File: config.mk
export PLATFORM = sky130hd
export DESIGN_NAME = add_accumulator
export DESIGN_NICKNAME = d
export VERILOG_FILES = /design/src/rtl/add_accumulator_pkg.sv /design/src/rtl/add_accumulator_fa.sv /design/src/rtl/add_accumulator.sv
export SDC_FILE = /design/constraint.sdc
export NUM_CORES = 1
export LEC_CHECK = 0
export BUFFER_PORTS_ARGS = -buffer_cell sky130_fd_sc_hd__buf_2
export CORE_MARGIN = 1.5
export CORE_UTILIZATION = 48
export DETAILED_ROUTE_END_ITERATION = 6
export GPL_ROUTABILITY_DRIVEN = 0
export GPL_TIMING_DRIVEN = 0
export PLACE_DENSITY = 0.84
export SYNTH_ARGS = -nofsm -noshare
export SYNTH_HDL_FRONTEND = slang
export SYNTH_SLANG_ARGS = --single-unit
File: constraint.sdc
create_clock -name clk -period 2.78 [get_ports clk]
set_input_delay 0.556 -clock clk [delete_from_list [all_inputs] [get_ports clk]]
set_output_delay 0.556 -clock clk [all_outputs]
set_load 0.005 [all_outputs]
File: src/rtl/add_accumulator_pkg.sv
// Shared width and FSM encoding for the frame accumulator and its ripple-carry adder.
package add_accumulator_pkg;

    localparam int ACC_N = 8;

    typedef enum logic [1:0] {
        S_IDLE = 2'd0,
        S_ACC  = 2'd1,
        S_DONE = 2'd2
    } state_t;

endpackage

File: src/rtl/add_accumulator_fa.sv
// N-bit ripple-carry adder (generate_fa): one full-adder cell per bit, carry chained LSB to MSB.
module generate_fa
    import add_accumulator_pkg::*;
#(
    parameter int N = ACC_N
) (
    input  logic [N-1:0] a_in,
    input  logic [N-1:0] b_in,
    input  logic         c_in,
    output logic [N-1:0] sum_out,
    output logic         carry_out
);

    logic [N:0] w_c;

    assign w_c[0] = c_in;

    for (genvar i = 0; i < N; i++) begin : g_bit
        assign sum_out[i] = a_in[i] ^ b_in[i] ^ w_c[i];
        assign w_c[i+1]   = (a_in[i] & b_in[i]) | (w_c[i] & (a_in[i] ^ b_in[i]));
    end

    assign carry_out = w_c[N];

endmodule

File: src/rtl/add_accumulator.sv
// Frame accumulator: sums len_in samples over valid/ready and hands back sum plus sticky overflow.
module add_accumulator
    import add_accumulator_pkg::*;
#(
    parameter int N     = ACC_N,
    parameter int CNT_W = 4
) (
    input  logic             clk,
    input  logic             rst_n,
    input  logic             start_in,
    input  logic [CNT_W-1:0] len_in,
    input  logic             data_valid_in,
    input  logic [N-1:0]     data_in,
    output logic             data_ready_out,
    output logic             result_valid_out,
    input  logic             result_ready_in,
    output logic [N-1:0]     sum_out,
    output logic             carry_out,
    output logic             busy_out
);

    state_t           r_state, w_next;
    logic [N-1:0]     r_acc, r_sum, w_add_sum;
    logic             r_ovf, r_carry, w_add_c;
    logic [CNT_W-1:0] r_rem;
    logic             w_start, w_xfer, w_last;

    assign w_start = (r_state == S_IDLE) && start_in;
    assign w_xfer  = (r_state == S_ACC) && data_valid_in;
    assign w_last  = w_xfer && (r_rem == CNT_W'(1));

    generate_fa #(.N(N)) u_fa (
        .a_in     (r_acc),
        .b_in     (data_in),
        .c_in     (1'b0),
        .sum_out  (w_add_sum),
        .carry_out(w_add_c)
    );

    always_ff @(posedge clk or negedge rst_n) begin
        if (!rst_n) r_state <= S_IDLE;
        else        r_state <= w_next;
    end

    always_comb begin
        w_next = r_state;
        case (r_state)
            S_IDLE: if (start_in) w_next = (len_in == '0) ? S_DONE : S_ACC;
            S_ACC:  if (w_last) w_next = S_DONE;
            S_DONE: if (result_ready_in) w_next = S_IDLE;
            default: w_next = S_IDLE;
        endcase
    end

    // Output registers load only on entry to DONE, so they hold steady through IDLE/ACC.
    always_ff @(posedge clk or negedge rst_n) begin
        if (!rst_n) begin
            r_acc   <= '0;
            r_ovf   <= 1'b0;
            r_rem   <= '0;
            r_sum   <= '0;
            r_carry <= 1'b0;
        end else if (w_start) begin
            r_acc <= '0;
            r_ovf <= 1'b0;
            r_rem <= len_in;
            if (len_in == '0) begin
                r_sum   <= '0;
                r_carry <= 1'b0;
            end
        end else if (w_xfer) begin
            r_acc <= w_add_sum;
            r_ovf <= r_ovf | w_add_c;
            r_rem <= r_rem - CNT_W'(1);
            if (w_last) begin
                r_sum   <= w_add_sum;
                r_carry <= r_ovf | w_add_c;
            end
        end
    end

    assign data_ready_out   = (r_state == S_ACC);
    assign result_valid_out = (r_state == S_DONE);
    assign busy_out         = (r_state != S_IDLE);
    assign sum_out          = r_sum;
    assign carry_out        = r_carry;

endmodule

==> impl_table.tex, run 1 <==
\begin{tabular}{lr}
\hline
Metric & Value \\
\hline
\multicolumn{2}{l}{\textbf{Run status}} \\
\quad Status & finished with violations \\
\quad Violated checks & setup timing \\
\multicolumn{2}{l}{\textbf{CTS}} \\
\quad CTS max path bufs & 2 \\
\quad Clock Latency Late Sink & $\sim$0.31 ns \\
\quad CTS root buf & sky130\_fd\_sc\_hd\_\_clkbuf\_4 \\
\quad Number of buffers added by the clock tree synthesis step & 3 \\
\quad Clock sink count & 24 \\
\quad Number of H-tree branching levels & 1 \\
\quad TritonCTS clock tree & built \\
\quad CTS clock-pin slew for the worst setup and hold paths & roughly 0.13 ns \\
\multicolumn{2}{l}{\textbf{Final layout}} \\
\quad Fraction of final layout cells with drive strength greater than 1 & 0.359 \\
\quad Layout area overhead & 20.1\% \\
\quad Summed area of non-filler cells in the final layout & 1600 um2 \\
\quad Count of fill cells added during filler insertion & approximately 220 \\
\quad Antenna diode count & 0 \\
\quad End-of-flow core utilization & 0.629 \\
\quad Final Net Count & 181 \\
\quad Number of cells in the finished layout apart from fillers & roughly 180 \\
\multicolumn{2}{l}{\textbf{Synth}} \\
\quad Most instantiated flip-flop cell in the synthesis netlist & sky130\_fd\_sc\_hd\_\_dfrtp\_1 \\
\quad Net count after synthesis & 147 \\
\quad Top cells by area, synth & sky130\_fd\_sc\_hd\_\_dfrtp\_1, sky130\_fd\_sc\_hd\_\_fa\_1, sky130\_fd\_sc\_hd\_\_o211ai\_1 \\
\quad Post-synthesis instance total & 120 \\
\quad Synthesized flop and latch total & 24 \\
\quad Yosys warnings & 0 \\
\quad Sequential-to-total area share from yosys stat & 0.451 \\
\quad Average cell area after synthesis & around 11 um2 \\
\quad Share of synthesized flip-flops with an asynchronous set or reset & 1.00 \\
\quad Cell taking the most area after synthesis & sky130\_fd\_sc\_hd\_\_dfrtp\_1 \\
\quad Top-count cell post-synth & sky130\_fd\_sc\_hd\_\_dfrtp\_1 \\
\quad Number of synthesized flops with an enable pin & 0 \\
\quad Most frequent cells after synthesis & sky130\_fd\_sc\_hd\_\_dfrtp\_1, sky130\_fd\_sc\_hd\_\_nand3\_1, sky130\_fd\_sc\_hd\_\_o211ai\_1, sky130\_fd\_sc\_hd\_\_inv\_1, sky130\_fd\_sc\_hd\_\_fa\_1 \\
\quad Area fraction of the dominant cell type after synthesis & 0.451 \\
\quad Number of unique standard cell types used by synthesis & 31 \\
\quad Cell area after synthesis & $\sim$1300 um2 \\
\multicolumn{2}{l}{\textbf{Pwr}} \\
\quad Internal power & 994 uW \\
\quad Power density normalized to cell area & between 1000 and 1500 nW/um2 \\
\quad Portion of total power attributed to sequential cells & 0.397 \\
\quad Maximum VDD drop & about 0.72 mV \\
\quad Net load switching power & approximately 640 uW \\
\quad Switching share of power & 0.392 \\
\quad Power share of the combinational group & 0.490 \\
\quad Total power consumption of the routed design & $\sim$1.6 mW \\
\quad Clock group share of total power & 0.114 \\
\quad Leakage component of the power & between 0.7 and 0.8 nW \\
\multicolumn{2}{l}{\textbf{Floorplanning}} \\
\quad Die area & slightly above 3000 um2 \\
\quad Chip Width & roughly 56 um \\
\quad Num ports & 29 \\
\quad Starting Density & 0.524 \\
\quad Core outline area & approximately 2500 um2 \\
\quad Die Ht & 55.7 um \\
\quad Placement row count & 18 \\
\multicolumn{2}{l}{\textbf{Global route}} \\
\quad Maximum number of pins on one net before global-route repair & 25 \\
\quad Congestion Overflow GR & 0 \\
\quad Number of global-route vias before repair & $\sim$1,100 \\
\quad Initial antenna violation count & 0 \\
\quad Global-route usage over all layers & 0.195 \\
\quad Global-route wire length before repair & about 4800 um \\
\multicolumn{2}{l}{\textbf{Timing}} \\
\quad Unrepaired setup endpoints after global routing & yes \\
\quad Largest clock skew in the final design & roughly 0.0026 ns \\
\quad Worst-case headroom to the max-slew limit & 0.497 \\
\quad Transition time at the pin with the least slew margin & 0.752 ns \\
\quad Post-route worst setup slack & -0.256 ns \\
\quad Crit share post-route & 1.09 \\
\quad Final setup fails & 5 \\
\quad Count of final max-slew check failures & 0 \\
\quad Max Clock Freq & about 330 MHz \\
\quad Post-route minimum period & between 3 and 4 ns \\
\quad Hold violation total from the final report & 0 \\
\multicolumn{2}{l}{\textbf{Route}} \\
\quad Number of violations reported at the end of detailed-routing iteration 0 & 26 \\
\quad Aggregate routed wire length & $\sim$2800 um \\
\quad Via count of the routed design & between 1,000 and 1,500 \\
\quad Remaining antenna violation count & 0 \\
\quad Routed length per placed instance & 15.2 um \\
\quad Residual DRC count & 0 \\
\quad Number of optimization iterations in the first detailed-route pass & 5 \\
\quad Via density per instance & a little under 6 \\
\multicolumn{2}{l}{\textbf{Placed design}} \\
\quad Worst-case setup slack after placement & -0.518 ns \\
\quad Placed instance count & around 180 \\
\quad Hpwl dp & 2090 um \\
\quad Placed inst area & roughly 1500 um2 \\
\quad Number of input and output port buffers inserted & 28 \\
\multicolumn{2}{l}{\textbf{Critical path}} \\
\quad Maximum fanout along the worst path & 2 \\
\quad Data required time of the critical path & 3.04 ns \\
\quad Nature of the critical path startpoint & flip-flop \\
\quad Critical Path End Type & flip-flop \\
\quad Endpoint arrival time on the critical path & between 3 and 4 ns \\
\quad Class of the most critical setup path & reg2reg \\
\multicolumn{2}{l}{\textbf{Worst hold path}} \\
\quad Worst min path class & in2async \\
\multicolumn{2}{l}{\textbf{Run}} \\
\quad Number of max-capacitance violations reported & 0 \\
\hline
\end{tabular}
[cell type report]
type                       instances  area, um2  share of cell area
tap                               30       37.5              0.0235
timing repair buffer              29        148              0.0923
sequential                        24        601               0.375
buffer                             7       36.3              0.0227
multi-input combinational         78        701               0.438
clock buffer                       4       36.3              0.0227
inverter                          11       41.3              0.0258
[state kept, by name, summed over array words and instances, names as in the netlist]
signal and flops:
r_acc 8, sum_out 8, r_rem 4, r_state 2, carry_out 1, r_ovf 1
[layout by cell type (no fill, tap or decap), types with 2 or more instances in the layout]
cell type / count
sky130_fd_sc_hd__nor3b_1: 2
sky130_fd_sc_hd__nand3_1: 17
sky130_fd_sc_hd__o211ai_1: 13
sky130_fd_sc_hd__a22o_1: 6
sky130_fd_sc_hd__ha_1: 2
sky130_fd_sc_hd__nor2_1: 3
sky130_fd_sc_hd__inv_2: 2
sky130_fd_sc_hd__dfrtp_1: 24
sky130_fd_sc_hd__nor2_2: 2
sky130_fd_sc_hd__inv_1: 9
sky130_fd_sc_hd__nand3_2: 2
sky130_fd_sc_hd__buf_2: 30
sky130_fd_sc_hd__clkbuf_4: 3
sky130_fd_sc_hd__clkbuf_1: 4
sky130_fd_sc_hd__o2bb2ai_1: 3
sky130_fd_sc_hd__fa_2: 7
sky130_fd_sc_hd__a221o_1: 4
[power groups by stage]
| stage | Combinational, mW | Clock [mW] | Sequential, mW |
|---|---|---|---|
| finish | 0.800 | 0.186 | 0.649 |
| detailed placement | 0.783 | 0 | 0.655 |
| floorplan | 0.559 | 0 | 0.633 |
| global route | 0.910 | 0.202 | 0.673 |
| CTS | 0.801 | 0.186 | 0.647 |
| global placement | 0.748 | 0 | 0.643 |
[critical path, stage by stage (launching register included)]
cell and delay (ns):
sky130_fd_sc_hd__dfrtp_1 0.43, sky130_fd_sc_hd__ha_4 0.16, sky130_fd_sc_hd__inv_2 0.05, sky130_fd_sc_hd__fa_2 0.19, sky130_fd_sc_hd__fa_2 0.20, sky130_fd_sc_hd__fa_2 0.19
sky130_fd_sc_hd__inv_2 0.04, sky130_fd_sc_hd__fa_2 0.33, sky130_fd_sc_hd__fa_2 0.35, sky130_fd_sc_hd__fa_2 0.35, sky130_fd_sc_hd__fa_2 0.54, sky130_fd_sc_hd__nand3_2 0.07
sky130_fd_sc_hd__nand3_2 0.09
[cells by family after synthesis]
| logic type | count (synthesis) | share of synthesized area |
|---|---|---|
| AND/OR/NAND/NOR | 38 | 0.166 |
| adder cells (fa/ha/maj) | 10 | 0.133 |
| flip-flops | 24 | 0.451 |
| AO/OA/AOI/OAI | 28 | 0.173 |
| buffers and inverters | 18 | 0.0582 |
| multiplexers | 2 | 0.0188 |
[repair_timing]
item | in CTS | in global routing
resized for setup | 1 | 2
pin swaps | 0 | 1
setup buffers | 1 | 0
hold buffers | 0 | 0
setup endpoints to repair | 5 | 6
[routing by layer]
layer | track usage | wire length [um]
met3 | 0.0512 | 141
met4 | 0.0348 | 12
met2 | 0.325 | 1430
met5 | 0 | 0
met1 | 0.260 | 1190
[metrics by stage]
| stage | setup TNS, ns | hold slack (ns) |
|---|---|---|
| 6_report | -0.821 | 0.198 |
| 5_1_grt | -1.60 | 0.229 |
| 4_1_cts | -0.902 | 0.219 |
| 3_5_place_dp | -2.54 | 0.483 |
| 3_3_place_gp | -2.30 | 0.471 |
| 2_1_floorplan | -1.01 | 0.260 |
[worst paths after layout]
kind,startpoint,endpoint,slack [ns],cells after the start
hold reg to reg,r_acc[1],r_acc[1],0.52,1
hold / removal,rst_n,r_acc[7],0.20,1
setup reg to reg,r_acc[0],sum_out[7],-0.26,12
max in group asynchronous,rst_n,sum_out[7],2.23,1
min in group clk,result_ready_in,r_state[1],0.46,2
setup / recovery,r_acc[0],sum_out[7],-0.26,12
(Power assumes the default switching activity.)
==> inputs of run 2 (changes only) <==
- CORE_ASPECT_RATIO: not set -> 1.75
- CORE_MARGIN: 1.5 -> 8
==> run 2 against run 1 <==
Sequential cell count is the same. Clock power grew 27%. Sequential share of layout area is 0.18 points lower. Critical endpoint unchanged. Routed wire length grew 17%. Cell area is 0.47% higher. The flow still finishes with violations (setup timing). Clock skew hardly changed. Count of clock-buffer cells in the layout is the same. Highest routed layer unchanged. Register-to-register slack got worse by 0.06 ns. Total power grew 5.0%. Global-route usage is 6.3 points lower. Die area rose by 54%. Non-clock buffer count is 1 lower.
==> impl_table.tex, run 2 (synthesis gave the netlist of run 1 again) <==
\begin{tabular}{lr}
\hline
Metric & Value \\
\hline
\multicolumn{2}{l}{\textbf{Timing}} \\
\quad Transition time at the pin with the least slew margin & 0.788 ns \\
\quad Final setup fails & 6 \\
\quad Unrepaired setup endpoints after global routing & yes \\
\quad Worst-case headroom to the max-slew limit & 0.474 \\
\quad Largest clock skew in the final design & 0.00280 ns \\
\quad Post-route worst setup slack & -0.312 ns \\
\quad Post-route minimum period & a little over 3 ns \\
\quad Crit share post-route & 1.11 \\
\quad Hold violation total from the final report & 0 \\
\quad Hold Slack & about 0.26 ns \\
\quad Final setup TNS & -1.15 ns \\
\quad Count of final max-slew check failures & 0 \\
\quad Max Clock Freq & 323 MHz \\
\multicolumn{2}{l}{\textbf{Placed design}} \\
\quad Placed inst area & about 1500 um2 \\
\quad Placed instance count & 175 \\
\quad Worst-case setup slack after placement & -0.563 ns \\
\quad Number of input and output port buffers inserted & 28 \\
\quad Hpwl dp & between 2000 and 2500 um \\
\multicolumn{2}{l}{\textbf{CTS}} \\
\quad Number of H-tree branching levels & 1 \\
\quad CTS max path bufs & 2 \\
\quad Clock Latency Late Sink & approximately 0.26 ns \\
\quad Number of buffers added by the clock tree synthesis step & 3 \\
\quad CTS clock-pin slew for the worst setup and hold paths & roughly 0.080 ns \\
\quad Clock sink count & 24 \\
\quad CTS root buf & sky130\_fd\_sc\_hd\_\_clkbuf\_8 \\
\quad TritonCTS clock tree & built \\
\quad \# hold bufs at CTS & 0 \\
\quad Post-CTS Setup Bufs & 0 \\
\multicolumn{2}{l}{\textbf{Floorplanning}} \\
\quad Die Ht & around 86 um \\
\quad Num ports & 29 \\
\quad Die area & 4780 um2 \\
\quad Starting Density & 0.501 \\
\quad Core outline area & 2660 um2 \\
\quad Placement row count & 25 \\
\quad Chip Width & 55.8 um \\
\multicolumn{2}{l}{\textbf{Final layout}} \\
\quad Layout area overhead & 20.7\% \\
\quad End-of-flow core utilization & 0.605 \\
\quad Commonest cells after routing, fill and taps aside & sky130\_fd\_sc\_hd\_\_buf\_2, sky130\_fd\_sc\_hd\_\_dfrtp\_1, sky130\_fd\_sc\_hd\_\_nand3\_1 \\
\quad Antenna diode count & 0 \\
\quad Count of fill cells added during filler insertion & between 200 and 250 \\
\quad Number of cells in the finished layout apart from fillers & about 180 \\
\quad Leading cell type in the layout, fill and taps excluded & sky130\_fd\_sc\_hd\_\_buf\_2 \\
\quad Summed area of non-filler cells in the final layout & $\sim$1600 um2 \\
\quad Final Net Count & 180 \\
\quad Fraction of final layout cells with drive strength greater than 1 & 0.355 \\
\multicolumn{2}{l}{\textbf{Route}} \\
\quad Via density per instance & 6.16 \\
\quad Residual DRC count & 0 \\
\quad Number of violations reported at the end of detailed-routing iteration 0 & 52 \\
\quad Aggregate routed wire length & 3250 um \\
\quad Via count of the routed design & roughly 1,100 \\
\quad Routed length per placed instance & 18.2 um \\
\quad Remaining antenna violation count & 0 \\
\quad Number of optimization iterations in the first detailed-route pass & 4 \\
\multicolumn{2}{l}{\textbf{Critical path}} \\
\quad Worst Setup SP & r\_acc[0] \\
\quad Slowest-stage cell, CP & sky130\_fd\_sc\_hd\_\_fa\_2 \\
\quad Maximum fanout along the worst path & 2 \\
\quad Class of the most critical setup path & reg2reg \\
\quad Data required time of the critical path & 2.99 ns \\
\quad Longest individual stage delay on the worst path & approximately 0.54 ns \\
\quad Cells on worst reg2reg path & 12 \\
\quad R2R setup slack & -0.31 ns \\
\quad Endpoint of the worst setup timing path & sum\_out[7] \\
\quad Reg2Reg Capture Point & sum\_out[7] \\
\quad Crit Reg-Reg Startpoint & r\_acc[0] \\
\quad Nature of the critical path startpoint & flip-flop \\
\quad Critical Path End Type & flip-flop \\
\quad Most common cell type on the critical path & sky130\_fd\_sc\_hd\_\_fa\_2 \\
\quad WP buf/inv & 2 \\
\quad Critical path's top delay family & adder cells \\
\quad Cells along the critical path & ha\_4, inv\_2, fa\_2, fa\_2, fa\_2, inv\_2, fa\_2, fa\_2, fa\_2, fa\_2, nand3\_2, nand3\_2 \\
\quad Logic depth of the worst path, buffers included & 12 \\
\quad Endpoint arrival time on the critical path & 3.30 ns \\
\multicolumn{2}{l}{\textbf{Worst hold path}} \\
\quad Worst min path class & in2async \\
\multicolumn{2}{l}{\textbf{Run}} \\
\quad Number of max-capacitance violations reported & 0 \\
\multicolumn{2}{l}{\textbf{Run status}} \\
\quad Status & finished with violations \\
\quad Violated checks & setup timing \\
\multicolumn{2}{l}{\textbf{Pwr}} \\
\quad Power density normalized to cell area & 1070 nW/um2 \\
\quad Total power consumption of the routed design & approximately 1.7 mW \\
\quad Maximum VDD drop & between 0.6 and 0.7 mV \\
\quad Leakage component of the power & between 0.7 and 0.8 nW \\
\multicolumn{2}{l}{\textbf{Global route}} \\
\quad Congestion Overflow GR & 0 \\
\quad Number of global-route vias before repair & approximately 1,200 \\
\quad Global-route wire length before repair & 5290 um \\
\quad Global-route usage over all layers & 0.132 \\
\quad Initial antenna violation count & 0 \\
\quad Maximum number of pins on one net before global-route repair & 25 \\
\hline
\end{tabular}
run 2: cell types whose count changed in the layout (fill, tap and decap cells not counted):
cell / change
sky130_fd_sc_hd__buf_4: -1
sky130_fd_sc_hd__clkbuf_4: -3
sky130_fd_sc_hd__clkbuf_8: +3
run 2: how the worst min path moves through the flow:
| stage | start | to | slack [ns] |
|---|---|---|---|
| 4_1_cts | rst_n | r_acc[1] | 0.27 |
| 5_1_grt | rst_n | sum_out[1] | 0.30 |
| 6_report | rst_n | r_acc[1] | 0.26 |
| 3_3_place_gp | r_acc[2] | r_acc[2] | 0.47 |
| 2_1_floorplan | rst_n | carry_out | 0.26 |
| 3_5_place_dp | r_acc[3] | r_acc[3] | 0.48 |
run 2: worst register-to-register path: cells and delay by family, from the launching register on:
kind / cells / cell delay, ns
fa+ha+maj: 8 / 2.34
flops: 1 / 0.42
simple gates: 2 / 0.17
buf+inv: 2 / 0.09
run 2: area by class of cell:
cell class,count,area (um2),share of cell area
plain buffers,7,36.3,0.0226
clock buffers,4,55.1,0.0342
inverters,11,41.3,0.0257
multi-input cells,78,701,0.436
flip-flops and latches,24,601,0.374
well taps,27,33.8,0.0210
repair buffers,28,140,0.0872
run 2: where the power goes:
group / switching, mW / internal [mW] / total, mW
Sequential: 0.149 / 0.511 / 0.661
Clock: 0.111 / 0.126 / 0.237
Combinational: 0.416 / 0.401 / 0.817
Total: 0.676 / 1.04 / 1.72
run 2: routing by layer:
metal / track usage / share of wire / vias to the layer above
met3: 0.0251 / 0.069 / 8
met4: 0.0505 / 0.011 / 0
met2: 0.242 / 0.55 / 44
met1: 0.144 / 0.37 / 546
li1: - / - / 505
met5: 0 / 0 / -
run 2: what timing repair did:
action / in CTS / in global routing
cloned: 0 / 0
pin swaps: 0 / 1
gates resized for setup: 1 / 2
setup endpoints to repair: 6 / 6
